`src/rtl/alu_sequencer.sv`:
```
// Command-side controller for the 4-bit combinational ALU: accepts one request per
// three cycles, drives the ALU operands from registers and captures its results.
module alu_sequencer (
  input  logic       clk,
  input  logic       reset,
  input  logic       req_valid,
  output logic       req_ready,
  input  logic [1:0] req_cmd,
  input  logic [2:0] req_f,
  input  logic [3:0] req_operand,
  output logic [2:0] alu_f,
  output logic [3:0] alu_a,
  output logic [3:0] alu_b,
  input  logic [3:0] alu_y,
  input  logic       alu_carry,
  input  logic       alu_zero,
  output logic [3:0] acc,
  output logic       flag_c,
  output logic       flag_z,
  output logic       done,
  output logic       busy
);

  // One-hot so each handshake output is a single flop bit and cannot glitch.
  typedef enum logic [2:0] {
    S_IDLE = 3'b001,
    S_EXEC = 3'b010,
    S_DONE = 3'b100
  } state_t;

  typedef enum logic [1:0] {
    CMD_EXEC = 2'b00,
    CMD_LOAD = 2'b01,
    CMD_CMP  = 2'b10,
    CMD_CLRF = 2'b11
  } cmd_t;

  state_t     r_state;
  state_t     w_next;
  cmd_t       r_cmd;
  logic [2:0] r_alu_f;
  logic [3:0] r_alu_a;
  logic [3:0] r_alu_b;
  logic [3:0] r_acc;
  logic       r_flag_c;
  logic       r_flag_z;
  logic       w_accept;
  logic       w_write;

  always_ff @(posedge clk or negedge reset) begin
    if (!reset) r_state <= S_IDLE;
    else        r_state <= w_next;
  end

  always_comb begin
    w_next = r_state;
    unique case (r_state)
      S_IDLE:  if (req_valid) w_next = S_EXEC;
      S_EXEC:  w_next = S_DONE;
      S_DONE:  w_next = S_IDLE;
      default: w_next = S_IDLE;
    endcase
  end

  always_comb begin
    req_ready = r_state[0];
    done      = r_state[2];
    busy      = ~r_state[0];
    w_accept  = r_state[0] & req_valid;
    w_write   = r_state[1];
  end

  always_ff @(posedge clk or negedge reset) begin
    if (!reset) begin
      r_cmd    <= CMD_EXEC;
      r_alu_f  <= 3'b000;
      r_alu_a  <= 4'b0000;
      r_alu_b  <= 4'b0000;
      r_acc    <= 4'b0000;
      r_flag_c <= 1'b0;
      r_flag_z <= 1'b0;
    end else begin
      // NOTE: nonblocking so alu_a captures the accumulator value from before this edge.
      if (w_accept) begin
        r_cmd   <= cmd_t'(req_cmd);
        r_alu_f <= req_f;
        r_alu_a <= r_acc;
        r_alu_b <= req_operand;
      end
      if (w_write) begin
        unique case (r_cmd)
          CMD_EXEC: begin
            r_acc    <= alu_y;
            r_flag_c <= alu_carry;
            r_flag_z <= alu_zero;
          end
          CMD_CMP: begin
            r_flag_c <= alu_carry;
            r_flag_z <= alu_zero;
          end
          CMD_LOAD: begin
            r_acc    <= r_alu_b;
            r_flag_z <= (r_alu_b == 4'b0000);
          end
          CMD_CLRF: begin
            r_flag_c <= 1'b0;
            r_flag_z <= 1'b0;
          end
          default: ;
        endcase
      end
    end
  end

  assign alu_f  = r_alu_f;
  assign alu_a  = r_alu_a;
  assign alu_b  = r_alu_b;
  assign acc    = r_acc;
  assign flag_c = r_flag_c;
  assign flag_z = r_flag_z;

endmodule

```
`config.mk`:
```
export PLATFORM = sky130hd
export DESIGN_NAME = alu_sequencer
export DESIGN_NICKNAME = d
export VERILOG_FILES = /design/src/rtl/alu_sequencer.sv
export SDC_FILE = /design/constraint.sdc
export NUM_CORES = 1
export LEC_CHECK = 0
export CAP_MARGIN = 20
export CORE_ASPECT_RATIO = 1.4
export CORE_MARGIN = 4
export CORE_UTILIZATION = 41
export DETAILED_ROUTE_END_ITERATION = 6
export PLACE_DENSITY = 0.77
export SYNTH_ARGS = -nofsm -noshare
export SYNTH_HDL_FRONTEND = slang
export SYNTH_SLANG_ARGS = --single-unit
```
`constraint.sdc`:
```
create_clock -name clk -period 1.55 [get_ports clk]
set_clock_uncertainty 0.1 [all_clocks]
set_input_delay 0.3875 -clock clk [delete_from_list [all_inputs] [get_ports clk]]
set_output_delay 0.3875 -clock clk [all_outputs]
set_load 0.01 [all_outputs]
```
==> metrics.txt <==
Max Slew Vio Count=0; largest family of logic cells by synthesized area=multiplexers; critical path, cell by cell=dlygate4sd2_1; worst-skew pair later-pin latency=0.30 ns; first-pass GRT wire length=3370 microns; Fill cells=192; CP max FO=3; CTS tree=yes; dpl hpwl=1470 microns; cts hold-fix bufs=0; Worst VDD drop=1.09 mV; Final TNS setup=0 ns; Vias per Instance=4.92; RSZ-0062 raised after global routing=no; area grow syn2layout=50.1%; H-tree depth=1; PwrDens=1800 nW/um^2; most common cell after layout, fill and taps aside=dfrtp_1; number of global-route vias before repair=757; Compound-Gate Fraction of Synth Area=0.0669; IO buf count=37; most frequent cells in the layout=21 x dfrtp_1, 18 x dlygate4sd2_1, 17 x clkdlybuf4s50_1; mean area per synthesized cell=14.4 sq um; io pins=38; synth unique cells=20; pin count of the biggest net entering global routing=23; multi-input logic area=348 sq um; Mapped Cells=65; Buf+Inv Stages, Crit Path=1; Worst EP arrival=1.02 ns; Yosys warning total=0; startpoint types=flop; Seq/Total Area, Yosys=0.590; Hold WS=0.318 ns; clock root buffer=clkbuf_4; Die H=64.5 microns; DRC Markers=0; maximum clock insertion buffer count=2; synthesized-area fraction occupied by adder cells=0; clock buffers created by TritonCTS=3; Routed Antenna Nets=0; vias=664; final setup vio count=0; mapped cell area=935 sq um; minimum clock period=1.50 ns; DR WL/cell=14.5 microns; Slowest Stage Delay on Critical Path=0.42 ns; Routed WL=1960 microns; WS Path Type=reg -> out; first-pass detailed-route iteration total=2; status=finished, final reports clean; simple logic cell fraction of the synthesized area=0.0696; worst hold path type=in -> async; Critical Path RT=1.06 ns; ant diodes=0; Final Wtd Congestion=0.646; Final Hold Viols=0; Slew @ Worst Pin=0.296 ns; flops & latches, synth=22; post-synthesis xor/xnor area fraction=0; register area=552 sq um; crit end category=output pin; critical path's top delay family=flip-flops; Die X-Extent=48.4 microns; initial DRC count=12; clock sink count=22; layout cells sized above 1=0.301; mux contribution to synthesized area=0.236; Final Cycle Share=0.970; Synth Net Count=83; die area=3120 sq um; Fmax=665 MHz; Util after Layout=0.644; antenna violations before repair=0; clock slew at the register clock pins of the worst setup and hold paths=0.12 ns; Starting Density=0.429; gr usage total=0.134; core box area=2180 sq um; Rel. slew slack=0.802; CP max stage cell=dfrtp_1; grt ovf=0; Layout Nets=132; Max Cap Viol=0; Std-Cell Rows=20; Leak=0.000701 uW
[path summary, 6_finish.rpt]
check / startpoint / endpoint / slack (ns) / cells past startpoint
min in group clk: flag_c / flag_c / 0.41 / 1
worst min-delay path: reset / alu_b[0] / 0.32 / 2
worst max register to register: r_state[0] / alu_b[3] / 0.17 / 4
max in group asynchronous: reset / r_state[0] / 0.75 / 2
worst min register to register: flag_c / flag_c / 0.41 / 1
worst max-delay path: acc[2] / acc[2] / 0.05 / 1
[state kept, by name, summed over array words and instances, names as in the netlist]
| register | cells |
|---|---|
| alu_b | 4 |
| r_state | 3 |
| flag_c | 1 |
| alu_a | 4 |
| r_cmd | 2 |
| flag_z | 1 |
| alu_f | 3 |
| acc | 4 |
[per-layer routing]
layer / up-vias / track usage / share of wire
met5: - / 0 / 0
met1: 324 / 0.149 / 0.40
met3: 2 / 0.0276 / 0.052
met4: 0 / 0.0415 / 0.0097
li1: 319 / - / -
met2: 19 / 0.247 / 0.54
[power breakdown]
part | total (uW) | switching (uW) | internal (uW)
Clock | 312 | 169 | 143
Combinational | 1210 | 481 | 728
Sequential | 1010 | 173 | 834
Total | 2530 | 822 | 1700
[layout make-up]
type,count,area share
sequential,22,0.393
timing repair buffer,47,0.308
multi-input combinational,38,0.248
clock buffer,4,0.0259
tap,22,0.0196
inverter,2,0.00535
[cell families (layout without fill, tap and decap cells)]
logic type,after synthesis,count (layout)
mux,17,17
buf+inv,5,53
flops,22,22
compound gates,9,9
simple gates,12,12
[cell usage after synthesis]
master | count | area, sq um
a31oi_1 | 1 | 6.26
buf_2 | 1 | 5.00
nand2b_1 | 2 | 12.5
nor2_1 | 1 | 3.75
nand2_1 | 4 | 15.0
dfrtp_1 | 21 | 526
mux2_2 | 4 | 45.0
buf_6 | 2 | 22.5
mux2_4 | 9 | 135
or3_1 | 1 | 6.26
a32o_1 | 1 | 10.0
nand2_2 | 1 | 6.26
dfstp_2 | 1 | 26.3
mux2i_1 | 4 | 40.0
nor3_1 | 1 | 5.00
and2b_2 | 1 | 8.76
o21ai_0 | 6 | 30.0
or2b_1 | 1 | 7.51
o41ai_2 | 1 | 16.3
inv_1 | 2 | 7.51
[per-stage QoR]
step / power [uW] / setup WS [ns] / std cells / cell area [sq um]
after global routing: 2710 / 0.00125 / 135 / 1400
after detailed placement: 2320 / -0.0709 / 126 / 1360
after floorplan: 1650 / 0.221 / 65 / 935
after CTS: 2540 / 0.0320 / 135 / 1400
after global placement: 2290 / -0.0499 / 126 / 1360
final: 2530 / 0.0464 / 135 / 1400
[what timing repair did]
action / CTS / global route
cloned: 0 / 0
buffers inserted: 5 / 0
resized for setup: 26 / 2
setup endpoints to repair: 20 / 1
Note: power is estimated with default switching activity, not from simulation.
